[src/rtl/rr_arb_pkg.sv]
// Shared definitions for the round-robin grant sequencer: FSM state encoding
// and default sizing.
package rr_arb_pkg;

  typedef enum logic {
    ST_IDLE  = 1'b0,
    ST_GRANT = 1'b1
  } arb_state_t;

  localparam int unsigned DEF_N       = 3;
  localparam int unsigned DEF_TIMEOUT = 16;

endpackage

[src/rtl/decoder_nbit.sv]
// Binary-to-one-hot decoder with enable; all-zero output when disabled.
module decoder_nbit #(
  parameter int unsigned N = 3
) (
  input  logic [N-1:0]    a,
  input  logic            enable,
  output logic [2**N-1:0] y
);

  always_comb begin
    y = '0;
    if (enable) y[a] = 1'b1;
  end

endmodule

[src/rtl/rr_grant_sequencer.sv]
// Round-robin arbiter holding each grant until release (done or owner drops req).
// Define ARB_TIMEOUT_EN to add a hold limit of TIMEOUT cycles and the timeout pulse port.
module rr_grant_sequencer
  import rr_arb_pkg::*;
#(
  parameter int unsigned N = DEF_N
`ifdef ARB_TIMEOUT_EN
  , parameter int unsigned TIMEOUT = DEF_TIMEOUT
`endif
) (
  input  logic            clk,
  input  logic            rst_n,
  input  logic [2**N-1:0] req,
  input  logic            done,
  output logic [2**N-1:0] gnt,
  output logic [N-1:0]    gnt_idx,
  output logic            gnt_valid
`ifdef ARB_TIMEOUT_EN
  , output logic          timeout
`endif
);

  localparam int unsigned NREQ = 2**N;

  arb_state_t state;
  logic [N-1:0] ptr;
  logic [N-1:0] sel_idx;
  logic [N-1:0] cand;
  logic         sel_found;
  logic         release_req;

  // First set request at or after ptr, wrapping through the top index.
  always_comb begin
    sel_idx   = '0;
    sel_found = 1'b0;
    cand      = '0;
    for (int unsigned i = 0; i < NREQ; i++) begin
      cand = ptr + N'(i);
      if (!sel_found && req[cand]) begin
        sel_idx   = cand;
        sel_found = 1'b1;
      end
    end
  end

  assign release_req = done || !req[gnt_idx];

`ifdef ARB_TIMEOUT_EN
  logic [15:0] hold_cnt;
  logic        hold_expired;
  assign hold_expired = (hold_cnt == 16'(TIMEOUT - 1));
`endif

  always_ff @(posedge clk or negedge rst_n) begin
    if (!rst_n) begin
      state     <= ST_IDLE;
      ptr       <= '0;
      gnt_idx   <= '0;
      gnt_valid <= 1'b0;
`ifdef ARB_TIMEOUT_EN
      hold_cnt  <= '0;
      timeout   <= 1'b0;
`endif
    end else begin
`ifdef ARB_TIMEOUT_EN
      timeout <= 1'b0;
`endif
      case (state)
        ST_IDLE: begin
          gnt_valid <= 1'b0;
          if (sel_found) begin
            gnt_idx   <= sel_idx;
            gnt_valid <= 1'b1;
            state     <= ST_GRANT;
`ifdef ARB_TIMEOUT_EN
            hold_cnt  <= '0;
`endif
          end
        end
        ST_GRANT: begin
          if (release_req) begin
            gnt_valid <= 1'b0;
            ptr       <= gnt_idx + 1'b1;
            state     <= ST_IDLE;
          end
`ifdef ARB_TIMEOUT_EN
          // A normal release on the expiry cycle takes precedence and suppresses the pulse.
          else if (hold_expired) begin
            gnt_valid <= 1'b0;
            ptr       <= gnt_idx + 1'b1;
            state     <= ST_IDLE;
            timeout   <= 1'b1;
          end else begin
            hold_cnt  <= hold_cnt + 16'd1;
          end
`endif
        end
        default: state <= ST_IDLE;
      endcase
    end
  end

  decoder_nbit #(.N(N)) u_gnt_dec (
    .a      (gnt_idx),
    .enable (gnt_valid),
    .y      (gnt)
  );

endmodule

[config.mk]
export PLATFORM = sky130hd
export DESIGN_NAME = rr_grant_sequencer
export DESIGN_NICKNAME = d
export VERILOG_FILES = /design/src/rtl/rr_arb_pkg.sv /design/src/rtl/decoder_nbit.sv /design/src/rtl/rr_grant_sequencer.sv
export SDC_FILE = /design/constraint.sdc
export NUM_CORES = 1
export LEC_CHECK = 0
export CAP_MARGIN = 5
export CORE_MARGIN = 2
export CORE_UTILIZATION = 30
export CTS_CLUSTER_SIZE = 16
export DETAILED_ROUTE_END_ITERATION = 8
export SYNTH_ARGS = -nofsm -noshare
export SYNTH_HDL_FRONTEND = slang
export SYNTH_SLANG_ARGS = --single-unit
[constraint.sdc]
create_clock -name clk -period 9.8 [get_ports clk]
set_input_delay 0.98 -clock clk [delete_from_list [all_inputs] [get_ports clk]]
set_output_delay 0.98 -clock clk [all_outputs]
set_load 0.05 [all_outputs]
; ---- Word level (Yosys, flattened, before mapping)
; Cells that the tools add are included.
; Widths: inputs -> output; s select.
[totals]
mem_count = 0
romBits = 0
latchBits = 0
output_inout_bits = 12
input_bits = 11
word_cells = 85
ff_bits = 8
mem_bits_rw = 0
[classes]
add_sub_neg = 8
n_mul = 0
n_reduce_logical = 19
n_mux = 42
shifts = 0
n_lt_le_gt_ge = 10
div = 0
bitwise = 1
n_eq_ne = 1
[ops]
columns = cell, count
row1 = $lt 3x4->1 const B, 9
row2 = $bmux 1 s3, 9
row3 = $mux 3, 8
row4 = $mux 1, 21
row5 = $add 3x3->3 const B, 4
row6 = $logic_and 1x1->1, 8
row7 = $logic_not 1->1, 8
row8 = $mux 8, 1
row9 = $add 3x1->3 const B, 2
row10 = $add 3x2->3 const B, 2
row11 = $pmux 1 s2, 2
row12 = $reduce_and 2->1, 2
row13 = $demux 1 s3, 1
row14 = $ge 3x1->1 const B, 1
row15 = $ne 2x1->1 const B, 1
row16 = $logic_or 1x1->1, 1
row17 = $not 1->1, 1

; ---- Logic depth before layout (Yosys ltp)
; Gate-level depths: netlist (run 1).
[depth]
word_depth = 26
ltp_mapped = 13
depth_no_buf = 9

; ---- Hierarchy
; A second synthesis (run 1) with hierarchy kept.
[hier_totals]
hier_cells = 153
area_unflattened_um2 = 1480.2
[modules_own_cells]
columns = module, area_per_inst_um2, seq_area_each_um2, cells_per_inst, instances
row1 = rr_grant_sequencer, 1383.8, 200.2, 145, 1
row2 = decoder_nbit, 96.3, 0.0, 8, 1

; ---- Worst setup path after synthesis (run 1)
; No wires, ideal clock.
[synth_path]
path_type = reg-to-reg
start = register ptr[1]
end = register gnt_idx[0]
n_path_buf = 3
path_stages_with_launch = 13
arrival_time_ns = 3.005
setup_ns = 0.131
synth_period_minus_slack_ns = 3.136
slack_ns = 6.664
cell_sequence = dfrtp_1 clkbuf_1 buf_2 inv_1 ha_1 buf_6 mux4_2 mux2_2 o22ai_2 nand2_1 o31a_1 o31ai_1 o21ai_1
[synth_via]
elab_chain_len = 25
elab_cells_between_ends = 54
[synth_lines]
columns = element, line
row1 = start: declaration, rr_grant_sequencer.sv:26  ; logic [N-1:0] ptr;
row2 = start signal: assignment, rr_grant_sequencer.sv:83  ; ptr <= gnt_idx + 1'b1;
row3 = branches (longest 25 deep; another with $add 3x1->3), -
row4 = end signal: assignment, rr_grant_sequencer.sv:72  ; gnt_idx <= sel_idx;
row5 = end: declaration, rr_grant_sequencer.sv:16  ; output logic [N-1:0] gnt_idx,
; Parallel ways; which one is timed is not known. The select of a mux whose other input is x is not followed.
; A chain may end at the register's enable or synchronous reset.

; ---- Worst setup path in the final report (run 1)
[layout_path]
start = register ptr[0]
end = register gnt_idx[0]
; Same word-level chain as after synthesis.

==> results of run 1 <==
-- cells by family after synthesis --
kind of cell	Yosys count	share of synthesized area, %
adder cells (fa/ha/maj)	3	2.57
flip-flops	8	13.7
XOR/XNOR	6	3.60
buffers and inverters	19	6.77
multiplexers	29	31.7
AND/OR/NAND/NOR	52	18.8
AO/OA/AOI/OAI	43	22.9
-- per-layer routing --
| layer | vias up | track usage [%] | part of all wire (%) |
|---|---|---|---|
| met4 | 0 | 4.24 | 1.6 |
| met2 | 53 | 27.7 | 50 |
| li1 | 646 | - | - |
| met5 | - | 0 | 0 |
| met3 | 6 | 1.92 | 4.5 |
| met1 | 661 | 20.5 | 44 |
-- metrics by stage --
| step | worst slack (ns) | hold slack [ns] | area [µm²] | utilization [%] | instances |
|---|---|---|---|---|---|
| floorplan | 6.66 | 0.544 | 1460 | - | 160 |
| global placement | 5.95 | 0.545 | 1690 | 35.8 | 237 |
| detailed placement | 5.88 | 0.545 | 1690 | 35.8 | 237 |
| finish | 5.87 | 0.546 | 1730 | 36.7 | 240 |
| CTS | 5.85 | 0.553 | 1730 | 36.7 | 240 |
| global route | 5.56 | 0.579 | 1730 | 36.7 | 240 |
-- state kept, by name (all words and copies together), names as in the netlist --
name and cells:
gnt_valid 1, state 1, gnt_idx 3, ptr 3
-- layout make-up --
| cell class | count | area share, % |
|---|---|---|
| Timing Repair Buffer | 22 | 12.7 |
| Clock buffer | 3 | 2.38 |
| Tap cell | 67 | 4.84 |
| Sequential cell | 8 | 11.6 |
| Multi-Input combinational cell | 133 | 67.0 |
| Inverter | 7 | 1.52 |
-- worst max-delay path by stage --
stage / endpoint / depth (start not counted)
finish: gnt_idx[0]$_DFFE_PN0P_ / 9
global route: gnt_idx[0]$_DFFE_PN0P_ / 9
CTS: gnt_idx[0]$_DFFE_PN0P_ / 9
detailed placement: gnt_idx[0]$_DFFE_PN0P_ / 9
global placement: gnt_valid$_DFFE_PN0P_ / 9
floorplan: gnt_idx[0]$_DFFE_PN0P_ / 12
-- placed cells by master, fill, tap and decap left out, types with 4 or more instances in the layout --
master	count
nand2b_1	4
dfrtp_1	8
nor3_1	6
clkdlybuf4s50_1	22
nand2_1	13
inv_1	7
o21ai_0	5
nor2_1	11
a21oi_1	8
mux2_2	4
nand3_1	6
mux4_2	13
mux2i_1	11
==> impl_metrics.yaml, run 1 <==
synth:
  synth_edf_count: 0
  ys_types: 50
  ys_async_sr_fraction_pct: 100
  synthFlopType: "dfrtp_1"
  syn-mean-instance-area_um2: 9.13
  synthTopCellsByCount: "13 x mux4_2, 13 x nand2_1, 11 x mux2i_1, 11 x nor2_1"
  netlist_area_mm2: 0.00146
  synth_seq_area_share_pct: 13.7
  synth_top_cell_by_area: "mux4_2"
  synth_seq_cells: 8
  synthTopCellsByArea: "mux4_2 20%, dfrtp_1 14%, mux2i_1 7.5%"
  synth_top_area_share_pct: 20.1
  ys.warnings.count: 0
  syn_inst: 160
  synthesis.nets: 174
floorplanning:
  coreArea_mm2: 0.00472
  die_area_mm2: 0.00544
  io-pin-count: 23
  die_w_um: 73.8
  placementRows: 25
  start_util_pct: 30.9
  die_h_um: 73.8
grt:
  overflow: 0
  track_usage_pct: 15.9
  grt_max_degree: 25
  grt_pass1_vias: 1303
  grt_pass1_wl_mm: 6.63
  antenna_found_initial: 0
sta:
  slew_headroom_pct: 42.1
  finClkSkew_ns: 0.0118
  max_freq_ghz: 0.254
  worst_pin_slew_ns: 0.868
  hold_viol: 0
  setup_viol: 0
  period_needed_ns: 3.93
  drv_slew: 0
  fin_setup_tns_ns: 0
  period_share_pct: 40.1
  rsz0062_at_grt: "false"
clock_network:
  cts_root_buf: "clkbuf_8"
  cts_hold_buf: 0
  cts_buffers: 3
  cts.sinks: 8
  htree_num_levels: 1
  clockBufferDepth: 2
  clk_pin_slew_ns: 0.05
  clkLatencyLatePin_ns: 0.24
  postCtsSetupRepairBufs: 0
  cts_resized: 0
  cts_tree: "done"
worst_setup_path:
  cp-start-kind: "flop"
  critPathCaptureType: "flop"
  cp_data_arrival_time_ns: 4.03
  path_max_fanout: 24
  cp-startpoint: "ptr[0]$_DFFE_PN0P_"
  r2r_start: "ptr[0]$_DFFE_PN0P_"
  worstReg2RegEnd: "gnt_idx[0]$_DFFE_PN0P_"
  crit_family: "flip-flops"
  worstSetupPathType: "reg2reg"
  reg2regPathDepth: 9
  max_stage_delay_ns: 0.91
  worstPathCellList: "inv_1, ha_1, mux4_2, mux2_2, o22ai_2, nand2_1, o31a_1, o31ai_1, o21ai_1"
  critPathRequiredTime_ns: 9.90
  slowest_stage: "dfrtp_1"
  cp_num_buf_inv: 1
  r2r_setup_slack_ns: 5.87
route:
  viasPerCell: 5.69
  drc: 0
  first_pass_iters: 4
  ant_nets: 0
  routedWlPerCell_um: 16.2
  wl_mm: 3.88
  num_vias: 1366
  drt_iter0_drc: 90
place:
  io_buffers: 22
  dp_hpwl_mm: 2.93
  gp_congestion: 0.953
worst_hold_path:
  hp-class: "reg2reg"
  min_path_cells: 1
  worst_hold_path.endpoint: "gnt_valid$_DFFE_PN0P_"
  min_from: "gnt_valid$_DFFE_PN0P_"
final_layout:
  fin_nets: 189
  fillers: 484
  antennaDiodeCount: 0
  regArea_um2: 200
  multiInputGateArea_mm2: 0.00116
  drive_gt1_share_pct: 16.8
  area_growth_pct: 18.7
flow_run:
  maxCapViolCount: 0
outcome:
  outcome: "completed"
Power of run 1 is left out: the tool's default activity adds up to more than one toggle a clock period on the data nets, which glitch-free logic cannot reach.
==> run 2, diff against run 1 <==
Clock period 9.8 ns to 3.8 ns, I/O delays scaled along.
==> impl_metrics.yaml, run 2 (synthesis results as in run 1) <==
route:
  routedWlPerCell_um: 15.8
  drc: 0
  wl_mm: 3.84
  first_pass_iters: 4
  viasPerCell: 5.69
  num_vias: 1383
  ant_nets: 0
  drt_iter0_drc: 93
clock_network:
  cts_hold_buf: 0
  cts_root_buf: "clkbuf_8"
  postCtsSetupRepairBufs: 0
  cts_tree: "done"
  clk_pin_slew_ns: 0.04
  clkLatencyLatePin_ns: 0.23
  htree_num_levels: 1
  cts_resized: 0
  clockBufferDepth: 2
  cts_buffers: 3
  cts.sinks: 8
floorplanning:
  coreArea_mm2: 0.00472
  io-pin-count: 23
  die_w_um: 73.8
  placementRows: 25
  start_util_pct: 30.9
  die_area_mm2: 0.00544
  die_h_um: 73.8
final_layout:
  fin_cells: 243
  top_regs: "gnt_idx x3, ptr x3"
  final_cell_mix: "22 x clkdlybuf4s50_1, 13 x nand2_1, 13 x mux4_2"
  drive_gt1_share_pct: 18.2
  antennaDiodeCount: 0
  fillers: 476
  final_common_cell: "clkdlybuf4s50_1"
  final_util_pct: 37.2
  fin_nets: 192
  area_growth_pct: 20.2
worst_setup_path:
  critPathRequiredTime_ns: 3.90
  path_max_fanout: 9
  cp-start-kind: "flop"
  critPathCaptureType: "flop"
  cp_data_arrival_time_ns: 3.11
  r2r_setup_slack_ns: 0.79
  worstSetupPathType: "reg2reg"
place:
  io_buffers: 22
  gp_congestion: 0.851
  dp.cells: 240
  dp_hpwl_mm: 2.94
sta:
  drv_slew: 0
  finClkSkew_ns: 0.00483
  worst_pin_slew_ns: 0.658
  fin_setup_tns_ns: 0
  setup_viol: 0
  hold_viol: 0
  rsz0062_at_grt: "false"
  slew_headroom_pct: 55.7
  max_freq_ghz: 0.332
  period_needed_ns: 3.01
  period_share_pct: 79.2
grt:
  grt_max_degree: 24
  overflow: 0
  track_usage_pct: 15.2
  grt_pass1_wl_mm: 6.43
  antenna_found_initial: 0
  grt_pass1_vias: 1270
worst_hold_path:
  hp-class: "in2async"
outcome:
  outcome: "completed"
flow_run:
  maxCapViolCount: 0
-- run 2: changes by cell type in the layout (fill, tap and decap cells not counted) --
| cell | before | now |
|---|---|---|
| buf_4 | 0 | 3 |
-- run 2: layer usage --
| metal | wire length, µm | global-route usage [%] | vias to the layer above |
|---|---|---|---|
| met4 | 54 | 4.85 | 0 |
| met3 | 149 | 1.51 | 5 |
| met5 | 0 | 0 | - |
| met2 | 1770 | 22.9 | 45 |
| met1 | 1860 | 22.7 | 681 |
| li1 | - | - | 652 |
-- run 2: per-stage QoR --
step	hold slack [ns]	setup WS, ns	area (µm²)
after detailed placement	0.542	0.787	1710
after floorplan	0.0844	0.664	1460
after global placement	0.544	0.789	1710
final	0.436	0.792	1760
after CTS	0.443	0.761	1760
after global routing	0.478	0.563	1760
-- run 2: critical path: stages, from the launching register on --
cell	delay (ns)
dfrtp_1	0.34
inv_1	0.11
ha_1	0.57
mux4_2	0.55
mux2_2	0.30
o22ai_2	0.25
nand2_1	0.13
o31a_1	0.30
o31ai_1	0.25
o21ai_1	0.08
-- run 2: worst paths after layout --
path | from | cells after the start | endpoint
setup / recovery | ptr[1]$_DFFE_PN0P_ | 9 | gnt_idx[0]$_DFFE_PN0P_
hold / removal | rst_n | 1 | ptr[2]$_DFFE_PN0P_
setup reg to reg | ptr[1]$_DFFE_PN0P_ | 9 | gnt_idx[0]$_DFFE_PN0P_
hold reg to reg | gnt_valid$_DFFE_PN0P_ | 1 | gnt_valid$_DFFE_PN0P_
max in group asynchronous | rst_n | 1 | gnt_valid$_DFFE_PN0P_
min in group clk | gnt_valid$_DFFE_PN0P_ | 1 | gnt_valid$_DFFE_PN0P_
-- run 2: layout make-up --
class / instances / area [µm²] / share of cell area (%)
multi-input combinational: 133 / 1160 / 66.1
sequential: 8 / 200 / 11.4
timing repair buffer: 25 / 243 / 13.8
tap: 67 / 83.8 / 4.78
clock buffer: 3 / 41.3 / 2.35
inverter: 7 / 26.3 / 1.50
Power of run 2 is left out for the same reason.
==> run 3, diff against run 2 <==
Clock period 3.8 ns to 2.4 ns, I/O delays scaled along.
==> impl_metrics.yaml, run 3 (synthesis results as in run 1) <==
sta:
  rsz0062_at_grt: "true"
  drv_slew: 0
  fin_setup_tns_ns: -0.512
  hold_viol: 0
  max_freq_ghz: 0.392
  finClkSkew_ns: 0.00624
  slew_headroom_pct: 64.0
  worst_pin_slew_ns: 0.534
  period_share_pct: 106
  setup_viol: 5
  period_needed_ns: 2.55
  fin_ws_ns: -0.151
grt:
  grt_use_met1_pct: 23.1
  track_usage_pct: 17.2
  met3_usage_pct: 1.51
  grt_pass1_vias: 1524
  top_usage_layer: "met2"
  grt_util_met2_pct: 29.9
  overflow: 0
  grt_pass1_wl_mm: 7.33
  antenna_found_initial: 0
  grt_max_degree: 17
worst_setup_path:
  crit_family: "multiplexers"
  worstReg2RegEnd: "gnt_idx[0]$_DFFE_PN0P_"
  cp-start-kind: "flop"
  crit_path_end: "gnt_idx[0]$_DFFE_PN0P_"
  path_max_fanout: 8
  cp.depth: 9
  critPathRequiredTime_ns: 2.50
  r2r_setup_slack_ns: -0.15
  slowest_stage: "mux4_2"
  worstPathCellList: "inv_4, ha_4, mux4_2, mux2_4, o22ai_4, nand2_2, o31a_1, o31ai_1, o21ai_1"
  worstSetupPathType: "reg2reg"
  r2r_start: "ptr[0]$_DFFE_PN0P_"
  reg2regPathDepth: 9
  cp_data_arrival_time_ns: 2.65
  cp_num_buf_inv: 1
  max_stage_delay_ns: 0.51
  cp-startpoint: "ptr[0]$_DFFE_PN0P_"
  critPathCaptureType: "flop"
clock_network:
  clkLatencyLatePin_ns: 0.23
  clk_pin_slew_ns: 0.04
  htree_num_levels: 1
  clockBufferDepth: 2
  cts.sinks: 8
  cts_root_buf: "clkbuf_8"
  postCtsSetupRepairBufs: 0
  cts_tree: "done"
  cts_buffers: 3
place:
  dp_hpwl_mm: 3.61
  pre_cts_ws_ns: -0.150
  gp_congestion: 0.902
  io_buffers: 22
floorplanning:
  io-pin-count: 23
  die_w_um: 73.8
  start_util_pct: 30.9
  coreArea_mm2: 0.00472
  die_area_mm2: 0.00544
  placementRows: 25
  die_h_um: 73.8
final_layout:
  top_regs: "gnt_idx x3, ptr x3"
  antennaDiodeCount: 0
  area_growth_pct: 48.0
  drive_gt1_share_pct: 38.4
  fillers: 473
  final_common_cell: "buf_4"
  final_cell_mix: "51 x buf_4, 22 x clkdlybuf4s50_1, 13 x mux4_2"
  fin_nets: 240
route:
  routedWlPerCell_um: 14.6
  drc: 0
  ant_nets: 0
  first_pass_iters: 4
  viasPerCell: 5.21
  num_vias: 1516
  wl_mm: 4.26
  drt_iter0_drc: 83
outcome:
  failed_checks: "setup timing"
  outcome: "complete, but fails checks"
flow_run:
  maxCapViolCount: 0
worst_hold_path:
  hp-class: "in2async"
[run 3: changes by cell type in the layout (fill, tap and decap cells not counted), sizes merged]
cell / change
buf: +48
[run 3: per-stage QoR]
| step | cells | hold slack [ns] | instance area [µm²] | utilization [%] |
|---|---|---|---|---|
| after global placement | 288 | 0.538 | 2110 | 44.7 |
| after CTS | 291 | 0.301 | 2150 | 45.6 |
| after detailed placement | 288 | 0.534 | 2110 | 44.7 |
| final | 291 | 0.294 | 2160 | 45.7 |
| after floorplan | 160 | -0.0556 | 1530 | - |
| after global routing | 291 | 0.318 | 2160 | 45.7 |
[run 3: metal layers]
| metal | vias to the layer above | wire (µm) |
|---|---|---|
| met5 | - | 0 |
| li1 | 748 | - |
| met1 | 716 | 1890 |
| met4 | 0 | 46 |
| met3 | 4 | 211 |
| met2 | 48 | 2110 |
[run 3: timing repair]
| item | CTS | global route |
|---|---|---|
| endpoints found under the setup margin | 5 | 5 |
| gates cloned | 0 | 0 |
| hold buffers | 0 | 0 |
| pin swaps | 0 | 0 |
| gates resized for setup | 0 | 1 |
[run 3: worst min-delay path by stage]
stage	slack, ns	cells after the start	from	end
2_1_floorplan	-0.06	0	rst_n	gnt_idx[0]$_DFFE_PN0P_
3_3_place_gp	0.54	1	gnt_valid$_DFFE_PN0P_	gnt_valid$_DFFE_PN0P_
3_5_place_dp	0.53	1	gnt_valid$_DFFE_PN0P_	gnt_valid$_DFFE_PN0P_
4_1_cts	0.30	1	rst_n	ptr[2]$_DFFE_PN0P_
5_1_grt	0.32	1	rst_n	ptr[2]$_DFFE_PN0P_
6_report	0.29	1	rst_n	ptr[1]$_DFFE_PN0P_
[run 3: layout make-up]
class / count / area [µm²] / area share (%)
flip-flops and latches: 8 / 200 / 9.26
well taps: 67 / 83.8 / 3.88
inverters: 7 / 31.3 / 1.45
multi-input cells: 133 / 1200 / 55.6
clock buffers: 3 / 41.3 / 1.91
repair buffers: 73 / 603 / 27.9
[run 3: worst register-to-register path, cell delays in order, from the launching register on]
cell,delay [ns]
dfrtp_1,0.40
inv_4,0.05
ha_4,0.34
mux4_2,0.51
mux2_4,0.31
o22ai_4,0.19
nand2_2,0.09
o31a_1,0.24
o31ai_1,0.19
o21ai_1,0.10
Power of run 3 is left out for the same reason.
